File: config.mk
export PLATFORM = sky130hd
export DESIGN_NAME = alu_exec
export DESIGN_NICKNAME = d
export VERILOG_FILES = /design/src/rtl/alu_pkg.sv /design/src/rtl/alu_mul_seq.sv /design/src/rtl/alu_exec.sv
export SDC_FILE = /design/constraint.sdc
export NUM_CORES = 1
export LEC_CHECK = 0
export BUFFER_PORTS_ARGS = -buffer_cell sky130_fd_sc_hd__buf_4
export CORE_ASPECT_RATIO = 0.9
export CORE_MARGIN = 3
export CORE_UTILIZATION = 50
export CTS_CLUSTER_DIAMETER = 60
export DETAILED_ROUTE_END_ITERATION = 10
export PLACE_DENSITY_LB_ADDON = 0.1
export SLEW_MARGIN = 20
export SYNTH_ARGS = -nofsm -noshare
export SYNTH_HDL_FRONTEND = slang
export SYNTH_SLANG_ARGS = --single-unit
File: constraint.sdc
create_clock -name clk_i -period 4.75 [get_ports clk_i]
set_clock_uncertainty 0.2 [all_clocks]
set_input_delay 0.475 -clock clk_i [delete_from_list [all_inputs] [get_ports clk_i]]
set_output_delay 0.475 -clock clk_i [all_outputs]
set_load 0.02 [all_outputs]
File: src/rtl/alu_pkg.sv
// ============================================================================
// Module : alu_pkg
// Brief  : ALUCtrl operation encodings and execution-unit FSM state type,
//          shared by alu_exec and every ALU_Ctrl consumer.
// Rev    : 1.0  initial release
// ============================================================================
`default_nettype none

package alu_pkg;

    localparam logic [3:0] c_ALU_AND   = 4'b0000;
    localparam logic [3:0] c_ALU_OR    = 4'b0001;
    localparam logic [3:0] c_ALU_ADD   = 4'b0010;
    localparam logic [3:0] c_ALU_BEQ   = 4'b0011;
    localparam logic [3:0] c_ALU_MUL   = 4'b0100;
    localparam logic [3:0] c_ALU_SLTIU = 4'b0101;
    localparam logic [3:0] c_ALU_SUB   = 4'b0110;
    localparam logic [3:0] c_ALU_SLT   = 4'b0111;
    localparam logic [3:0] c_ALU_ADDI  = 4'b1000;
    localparam logic [3:0] c_ALU_BNE   = 4'b1001;
    localparam logic [3:0] c_ALU_LUI   = 4'b1011;
    localparam logic [3:0] c_ALU_SLL   = 4'b1101;
    localparam logic [3:0] c_ALU_SRA   = 4'b1110;
    localparam logic [3:0] c_ALU_SRAV  = 4'b1111;

    typedef enum logic [1:0] {
        IDLE = 2'd0,
        MUL  = 2'd1,
        DONE = 2'd2
    } alu_state_t;

endpackage

`default_nettype wire

File: src/rtl/alu_mul_seq.sv
// ============================================================================
// Module : alu_mul_seq
// Brief  : Iterative shift-add multiplier, STEP_BITS multiplier bits per cycle,
//          low 32 bits of the product. Present only with ALU_EXEC_MUL_EN.
// Rev    : 1.0  initial release
// ============================================================================
`default_nettype none

`ifdef ALU_EXEC_MUL_EN
module alu_mul_seq #(
    parameter int STEP_BITS = 1
) (
    input  logic        clk,
    input  logic        rst,
    input  logic        i_start,
    input  logic [31:0] i_mcand,
    input  logic [31:0] i_mplier,
    output logic        o_busy,
    output logic        o_done,
    output logic [31:0] o_product
);

    localparam int c_ITER = 32 / STEP_BITS;

    logic [31:0] r_mcand;
    logic [31:0] r_mplier;
    logic [31:0] r_acc;
    logic [5:0]  r_cnt;
    logic [31:0] w_partial;
    logic [31:0] w_acc_next;

    // Low 32 bits of a two's-complement product equal those of the unsigned
    // product, so a plain unsigned shift-add is sufficient.
    always_comb begin
        w_partial = '0;
        for (int j = 0; j < STEP_BITS; j++) begin
            if (r_mplier[j]) begin
                w_partial = w_partial + (r_mcand << j);
            end
        end
    end

    assign w_acc_next = r_acc + w_partial;

    always_ff @(posedge clk) begin
        if (rst) begin
            r_mcand  <= '0;
            r_mplier <= '0;
            r_acc    <= '0;
            r_cnt    <= '0;
        end else if (i_start) begin
            r_mcand  <= i_mcand;
            r_mplier <= i_mplier;
            r_acc    <= '0;
            r_cnt    <= c_ITER[5:0];
        end else if (o_busy) begin
            r_mcand  <= r_mcand << STEP_BITS;
            r_mplier <= r_mplier >> STEP_BITS;
            r_acc    <= w_acc_next;
            r_cnt    <= r_cnt - 6'd1;
        end
    end

    // Done strobes during the final iteration; the product is the accumulator
    // plus that iteration's partial, so the consumer can register it directly.
    assign o_busy    = (r_cnt != 6'd0);
    assign o_done    = (r_cnt == 6'd1);
    assign o_product = w_acc_next;

endmodule
`endif

`default_nettype wire

File: src/rtl/alu_exec.sv
// ============================================================================
// Module : alu_exec
// Brief  : Registered ALU execution unit; single-cycle ops plus optional
//          iterative multiply enabled by macro ALU_EXEC_MUL_EN.
// Rev    : 1.0  initial release
// ============================================================================
`default_nettype none

module alu_exec
    import alu_pkg::*;
#(
    parameter int MUL_STEP_BITS = 1
) (
    input  logic        clk_i,
    input  logic        rst_i,
    input  logic        valid_i,
    output logic        ready_o,
    input  logic [3:0]  ALUCtrl_i,
    input  logic [31:0] src1_i,
    input  logic [31:0] src2_i,
    input  logic [4:0]  shamt_i,
    output logic [31:0] result_o,
    output logic        zero_o,
    output logic        valid_o
);

    generate
        if (!(MUL_STEP_BITS == 1 || MUL_STEP_BITS == 2 || MUL_STEP_BITS == 4)) begin : g_bad_step
            $error("alu_exec: MUL_STEP_BITS must be 1, 2 or 4");
        end
    endgenerate

    alu_state_t  r_state;
    alu_state_t  w_state_next;
    logic [31:0] r_result;
    logic        r_zero;
    logic        r_valid;

    logic        w_accept;
    logic        w_is_mul;
    logic [31:0] w_alu_result;
    logic        w_alu_zero;
    logic        w_mul_busy;
    logic        w_mul_done;
    logic [31:0] w_mul_product;

    assign ready_o  = (r_state == IDLE);
    assign w_accept = valid_i && ready_o;

`ifdef ALU_EXEC_MUL_EN
    assign w_is_mul = (ALUCtrl_i == c_ALU_MUL);

    alu_mul_seq #(
        .STEP_BITS (MUL_STEP_BITS)
    ) u_mul (
        .clk       (clk_i),
        .rst       (rst_i),
        .i_start   (w_accept && w_is_mul),
        .i_mcand   (src1_i),
        .i_mplier  (src2_i),
        .o_busy    (w_mul_busy),
        .o_done    (w_mul_done),
        .o_product (w_mul_product)
    );
`else
    assign w_is_mul      = 1'b0;
    assign w_mul_busy    = 1'b0;
    assign w_mul_done    = 1'b0;
    assign w_mul_product = '0;
`endif

    // Single-cycle datapath; mul and unknown codes fall to the zero default.
    always_comb begin
        w_alu_result = '0;
        case (ALUCtrl_i)
            c_ALU_ADD,
            c_ALU_ADDI:  w_alu_result = src1_i + src2_i;
            c_ALU_SUB,
            c_ALU_BEQ,
            c_ALU_BNE:   w_alu_result = src1_i - src2_i;
            c_ALU_AND:   w_alu_result = src1_i & src2_i;
            c_ALU_OR:    w_alu_result = src1_i | src2_i;
            c_ALU_SLT:   w_alu_result = {31'b0, $signed(src1_i) < $signed(src2_i)};
            c_ALU_SLTIU: w_alu_result = {31'b0, src1_i < src2_i};
            c_ALU_SLL:   w_alu_result = src2_i << shamt_i;
            c_ALU_SRA:   w_alu_result = $signed(src2_i) >>> shamt_i;
            c_ALU_SRAV:  w_alu_result = $signed(src2_i) >>> src1_i[4:0];
            c_ALU_LUI:   w_alu_result = src2_i << 16;
            default:     w_alu_result = '0;
        endcase

        w_alu_zero = (w_alu_result == 32'd0);
        if (ALUCtrl_i == c_ALU_BEQ) begin
            w_alu_zero = (src1_i == src2_i);
        end else if (ALUCtrl_i == c_ALU_BNE) begin
            w_alu_zero = (src1_i != src2_i);
        end
    end

    always_comb begin
        w_state_next = r_state;
        case (r_state)
            IDLE: begin
                if (w_accept && w_is_mul) begin
                    w_state_next = MUL;
                end
            end
            MUL: begin
                if (w_mul_done) begin
                    w_state_next = DONE;
                end else if (!w_mul_busy) begin
                    w_state_next = IDLE;
                end
            end
            DONE:    w_state_next = IDLE;
            default: w_state_next = IDLE;
        endcase
    end

    always_ff @(posedge clk_i) begin
        if (rst_i) begin
            r_state <= IDLE;
        end else begin
            r_state <= w_state_next;
        end
    end

    always_ff @(posedge clk_i) begin
        if (rst_i) begin
            r_result <= '0;
            r_zero   <= 1'b0;
            r_valid  <= 1'b0;
        end else begin
            r_valid <= 1'b0;
            if (w_accept && !w_is_mul) begin
                r_result <= w_alu_result;
                r_zero   <= w_alu_zero;
                r_valid  <= 1'b1;
            end else if (r_state == MUL && w_mul_done) begin
                r_result <= w_mul_product;
                r_zero   <= (w_mul_product == 32'd0);
                r_valid  <= 1'b1;
            end
        end
    end

    assign result_o = r_result;
    assign zero_o   = r_zero;
    assign valid_o  = r_valid;

endmodule

`default_nettype wire

==> reports/qor.csv, run 1 <==
stage,metric,value,unit
final_layout,area_growth,15.4,%
setup_path,cp.arrival,4.52,ns
timing,grt_setup_unrepaired,false,
clock_tree,post_cts_buffers,0,
setup_path,cp-start-kind,primary input,
place,hpwl,39.1,mm
place,dp_slack,-0.270,ns
pwr,switching_power,0.00110,W
grt,grt_pass1_vias,11600,
clock_tree,clk_path_buf_depth,2,
place,routabilityCongestion,1.16,
pwr,leakage,5.27,nW
clock_tree,ctsHtreeMaxLevel,2,
detailed_routing,first_pass_iters,9,
grt,grt_pass1_wl,72.2,mm
clock_tree,cts_tree,yes,
synth,ys_warn_count,0,
timing,setup_viol,0,
detailed_routing,drtIter0Drc,1871,
synth,synthesis.area,10000,um2
synth,synth_nets,1635,
clock_tree,numCtsBuffers,5,
detailed_routing,wirelength,48.6,mm
timing,worstMarginPinSlew,0.956,ns
final_layout,fin_nets,1742,
timing,slew_viol_final,0,
synth,ys_top_cells_by_count,"nor2_1 (186), nand2_1 (144), a21oi_1 (115)",
grt,gr-total-overflow,0,
synth,async_flop_share,0,%
synth,synth_edf_count,0,
detailed_routing,num_vias,12800,
floorplanning,dieArea,21700,um2
floorplanning,start_util,51.6,%
pwr,seq_power_share,15.1,%
detailed_routing,ant_nets,0,
grt,grt.total_usage,42.5,%
grt,antenna_found_initial,0,
synth,synth-seq-area-share,6.80,%
synth,synthCells,1461,
synth,synth.most_common_cell,nor2_1,
timing,post-route-period-util,94.9,%
detailed_routing,vias_per_cell,7.03,
pwr,p_int,0.00107,W
hold_path,whs_path_depth,2,
synth,ys_types,89,
setup_path,critPathKind,primary input to flip-flop,
pwr,combPwrFrac,70.0,%
synth,synth_seq_cells,34,
timing,fin_crit,4.51,ns
pwr,switching_share,50.7,%
setup_path,reg2regPathDepth,7,
clock_tree,clk-insertion-delay-late,0.27,ns
clock_tree,clk_pin_slew_worst_paths,0.05,ns
detailed_routing,routedWlPerCell,26.7,um
run,cap_viol_max_count,0,
pwr,pwr-share-clk,14.8,%
synth,ys_top_cells_by_area,"ha_1 (12%), mux2i_1 (10%), nor2_1 (7.0%)",
floorplanning,die_h,140,um
synth,synth_ff_type,dfxtp_1,
timing,fin_ws,0.241,ns
setup_path,cp_max_fo,7,
floorplanning,rows,48,
floorplanning,pin_count,111,
pwr,power_density,187,nW/um2
timing,fmax,222,MHz
pwr,power,0.00216,W
grt,grt_start_max_net_pins,66,
floorplanning,fp.dieW,155,um
timing,slew_headroom,35.0,%
final_layout,layout-drive-gt1-share,17.2,%
clock_tree,root_buffer,clkbuf_16,
outcome,status,completed,
synth,synth_top_cell_by_area,ha_1,
place,portBuffers,109,
timing,hold_viol,0,
timing,finalSetupTns,0,ns
synth,avgSynthCellArea,6.85,um2
setup_path,end_kind,flip-flop,
setup_path,worst_ep_required_time,4.76,ns
final_layout,antennaDiodeCount,0,
final_layout,fill_cells,1928,
synth,synth_top_cell_area_share,12.0,%
detailed_routing,drc,0,
floorplanning,core,19400,um2
clock_tree,cts_sinks,34,
hold_path,worstHoldPathType,flip-flop to flip-flop,
pwr,ir_drop,0.180,mV
==> metal layers <==
| metal | vias up | share of wire (%) | GRT usage (%) |
|---|---|---|---|
| met4 | 0 | 5.1 | 15.7 |
| met5 | - | 0 | 0 |
| met1 | 5931 | 39 | 59.3 |
| met3 | 181 | 16 | 13.7 |
| li1 | 5614 | - | - |
| met2 | 1057 | 40 | 60.8 |
==> per-stage QoR <==
stage | instance area, um2 | hold WS (ns) | utilization, % | instances
6_report | 11500 | 0.280 | 59.5 | 1819
5_1_grt | 11500 | 0.310 | 59.5 | 1819
4_1_cts | 11500 | 0.285 | 59.4 | 1819
3_5_place_dp | 11400 | 0.278 | 58.7 | 1811
3_3_place_gp | 11400 | 0.276 | 58.7 | 1811
2_1_floorplan | 10000 | 0.355 | - | 1461
==> flip-flops by register name, indices dropped and copies added (netlist names) <==
name	cells
valid_o	1
result_o	32
zero_o	1
==> repair_timing <==
item	CTS	global route
hold buffers	0	0
setup endpoints to repair	0	2
gates resized for setup	0	2
==> cells in the final DEF (no fill, tap or decap), types with 8 or more instances in the layout <==
master	n
nor4_1	14
and3_1	9
inv_1	105
a31oi_1	19
nor2_1	185
nor3_1	31
buf_4	202
o211ai_1	23
a221oi_1	22
o22ai_1	21
a22oi_1	19
a21o_1	17
o221ai_1	15
nand2_1	144
ha_1	96
nand2b_1	9
o21bai_1	10
dfxtp_1	34
a211oi_1	49
mux2i_1	102
mux2_2	14
nand3_1	29
o31ai_1	16
xnor2_1	15
o21ai_0	88
nor2b_1	8
a21oi_1	115
mux4_2	10
==> layout make-up <==
class                      count  area [um2]  share of cell area (%)
timing repair buffer         203        1540                    13.3
tap                          250         313                    2.71
inverter                     106         398                    3.45
multi-input combinational   1218        8470                    73.4
clock inverter                 1        5.00                  0.0434
sequential                    34         681                    5.90
clock buffer                   7         143                    1.24
==> worst paths after layout <==
kind | start | to | slack, ns
max | src1_i[0] | zero_o$_SDFFE_PP0P_ | 0.24
min | result_o[5]$_SDFFE_PP0P_ | result_o[5]$_SDFFE_PP0P_ | 0.28
max reg2reg | zero_o$_SDFFE_PP0P_ | zero_o$_SDFFE_PP0P_ | 2.70
min reg2reg | result_o[5]$_SDFFE_PP0P_ | result_o[5]$_SDFFE_PP0P_ | 0.28
==> cell families (layout without fill, tap and decap cells) <==
kind of cell	Yosys count	after routing	synth area share, %
flip-flops	34	34	6.80
other	1	1	0.0375
buffers and inverters	209	317	8.90
AO/OA/AOI/OAI	498	498	33.8
AND/OR/NAND/NOR	469	469	20.9
XOR/XNOR	15	15	1.31
multiplexers	137	137	15.8
adder cells (fa/ha/maj)	98	98	12.4
==> critical path, stage by stage <==
cell and delay, ns:
buf_4 0.14, ha_1 0.22, fa_1 0.44, nand3_1 0.17, a2111oi_2 0.10, nor3b_2 0.51, o21ai_0 0.27, a41o_1 0.30
a31oi_1 0.14, a21oi_1 0.06, nor4b_1 0.52, buf_4 0.25, and4_1 0.20, nand4_1 0.12, nor4_1 0.38, a41o_1 0.21
==> power groups by stage <==
stage	Combinational [W]	Clock, W	Sequential (W)
after global routing	0.00159	0.000333	0.000329
after global placement	0.00143	0	0.000332
after detailed placement	0.00143	0	0.000332
after floorplan	0.000847	0	0.000361
after CTS	0.00144	0.000323	0.000327
final	0.00151	0.000321	0.000327
No activity file was read; power rests on OpenSTA's default activity.
==> run 2: changes to the inputs <==
Settings changed: BUFFER_PORTS_ARGS -buffer_cell sky130_fd_sc_hd__buf_4 to -buffer_cell sky130_fd_sc_hd__buf_2, CORE_ASPECT_RATIO 0.9 to not set.
==> run 2 against run 1 <==
  * Clock-buffer cell count is 1 lower
  * First-iteration DRC count is 5.7% higher
  * Setup slack worse by 0.058 ns
  * Register-to-register slack better by 0.10 ns
  * Cell count is 1.3% higher
  * Utilization is 1.4 points lower
  * Combinational power hardly changed
  * Largest cell class unchanged
  * Largest power group unchanged
==> reports/qor.csv, run 2 (synthesis gave the netlist of run 1 again) <==
stage,metric,value,unit
setup_path,cp_max_fo,9,
setup_path,cp.arrival,4.59,ns
floorplanning,fp.dieW,147,um
final_layout,layout-drive-gt1-share,17.8,%
floorplanning,rows,51,
grt,gr-total-overflow,0,
place,routabilityCongestion,1.10,
setup_path,reg2regPathDepth,7,
final_layout,fin_nets,1751,
pwr,ir_drop,0.168,mV
setup_path,cp-start-kind,primary input,
setup_path,end_kind,flip-flop,
final_layout,final_common_cell,nor2_1,
grt,grt_start_max_net_pins,66,
place,dpl_cell_area,11200,um2
floorplanning,die_h,147,um
timing,fmax,219,MHz
detailed_routing,vias_per_cell,6.96,
timing,grt_setup_unrepaired,false,
timing,fin_crit,4.57,ns
detailed_routing,first_pass_iters,7,
grt,grt_pass1_wl,72.6,mm
detailed_routing,ant_nets,0,
final_layout,stdcell_area,11400,um2
detailed_routing,routedWlPerCell,27.1,um
setup_path,critPathKind,primary input to flip-flop,
timing,hold_viol,0,
timing,fin_ws,0.183,ns
clock_tree,post_cts_buffers,0,
hold_path,worstHoldPathType,flip-flop to flip-flop,
clock_tree,clk-insertion-delay-late,0.27,ns
detailed_routing,drtIter0Drc,1977,
clock_tree,cts_tree,yes,
timing,post-route-period-util,96.1,%
final_layout,fill_cells,2002,
timing,worstMarginPinSlew,0.995,ns
grt,grt_pass1_vias,11400,
grt,antenna_found_initial,0,
timing,setup_viol,0,
timing,slew_viol_final,0,
detailed_routing,wirelength,49.9,mm
final_layout,final_cell_mix,"nor2_1 (185), nand2_1 (144), a21oi_1 (115)",
clock_tree,clk_pin_slew_worst_paths,0.06,ns
detailed_routing,drc,0,
place,hpwl,40.2,mm
clock_tree,clk_path_buf_depth,2,
clock_tree,ctsHtreeMaxLevel,2,
timing,slew_headroom,33.6,%
detailed_routing,num_vias,12800,
floorplanning,start_util,51.1,%
final_layout,area_growth,13.7,%
clock_tree,ctsHoldBuffers,0,
final_layout,largest_reg_flops,32,
run,cap_viol_max_count,0,
hold_path,whs_path_depth,2,
place,dp_slack,-0.183,ns
floorplanning,core,19600,um2
floorplanning,pin_count,111,
outcome,status,completed,
grt,grt.total_usage,43.2,%
clock_tree,cts_sinks,34,
floorplanning,dieArea,21700,um2
clock_tree,numCtsBuffers,5,
pwr,leakage,5.23,nW
final_layout,antennaDiodeCount,0,
pwr,power_density,189,nW/um2
place,portBuffers,109,
clock_tree,cts_resized,0,
clock_tree,root_buffer,clkbuf_16,
setup_path,worst_ep_required_time,4.77,ns
## run 2: layer usage
| metal | GRT usage (%) | up-vias | share of wire, % | wire, um |
|---|---|---|---|---|
| met5 | 0 | - | 0 | 0 |
| met4 | 17.7 | 0 | 5.3 | 2660 |
| met3 | 11.0 | 178 | 15 | 7520 |
| met2 | 62.4 | 1067 | 40 | 20200 |
| met1 | 61.2 | 5938 | 39 | 19600 |
| li1 | - | 5641 | - | - |
## run 2: final timing paths
path | slack, ns | from | end
worst max-delay path | 0.18 | src2_i[6] | zero_o$_SDFFE_PP0P_
worst min register to register | 0.28 | result_o[4]$_SDFFE_PP0P_ | result_o[4]$_SDFFE_PP0P_
worst min-delay path | 0.28 | result_o[4]$_SDFFE_PP0P_ | result_o[4]$_SDFFE_PP0P_
worst max register to register | 2.80 | zero_o$_SDFFE_PP0P_ | zero_o$_SDFFE_PP0P_
## run 2: critical path: stages
cell and delay (ns):
buf_2 0.21, inv_1 0.11, ha_1 0.47, nand2_1 0.19, a2111oi_2 0.48, nor3b_2 0.19, and3_1 0.23, a2111oi_1 0.47
o211ai_1 0.35, a31oi_1 0.37, and4_1 0.27, and3_1 0.16, nand4_1 0.09, nor4_1 0.31, a41o_1 0.19
## run 2: area by class of cell
cell class              count  area (um2)  share of cell area, %
clock inverters             2        12.5                  0.110
inverters                 106         398                   3.50
multi-input cells        1218        8490                   74.6
repair buffers            212        1330                   11.7
flip-flops and latches     34         681                   5.98
clock buffers               6         139                   1.22
well taps                 265         332                   2.91
## run 2: metrics by stage
| step | total power [W] | std cells | setup TNS (ns) | hold slack [ns] | util [%] |
|---|---|---|---|---|---|
| after global routing | 0.00223 | 1843 | 0 | 0.305 | 58.1 |
| after detailed placement | 0.00174 | 1835 | -0.183 | 0.274 | 57.2 |
| after floorplan | 0.00121 | 1461 | 0 | 0.355 | - |
| after CTS | 0.00208 | 1843 | 0 | 0.281 | 57.9 |
| after global placement | 0.00174 | 1835 | -0.193 | 0.272 | 57.2 |
| final | 0.00215 | 1843 | 0 | 0.283 | 58.1 |
## run 2: power by group
part           internal, W  switching [W]  leakage, nW
clock             0.000208       0.000124       0.0729
sequential        0.000311      0.0000134        0.282
combinational     0.000524       0.000967         4.87
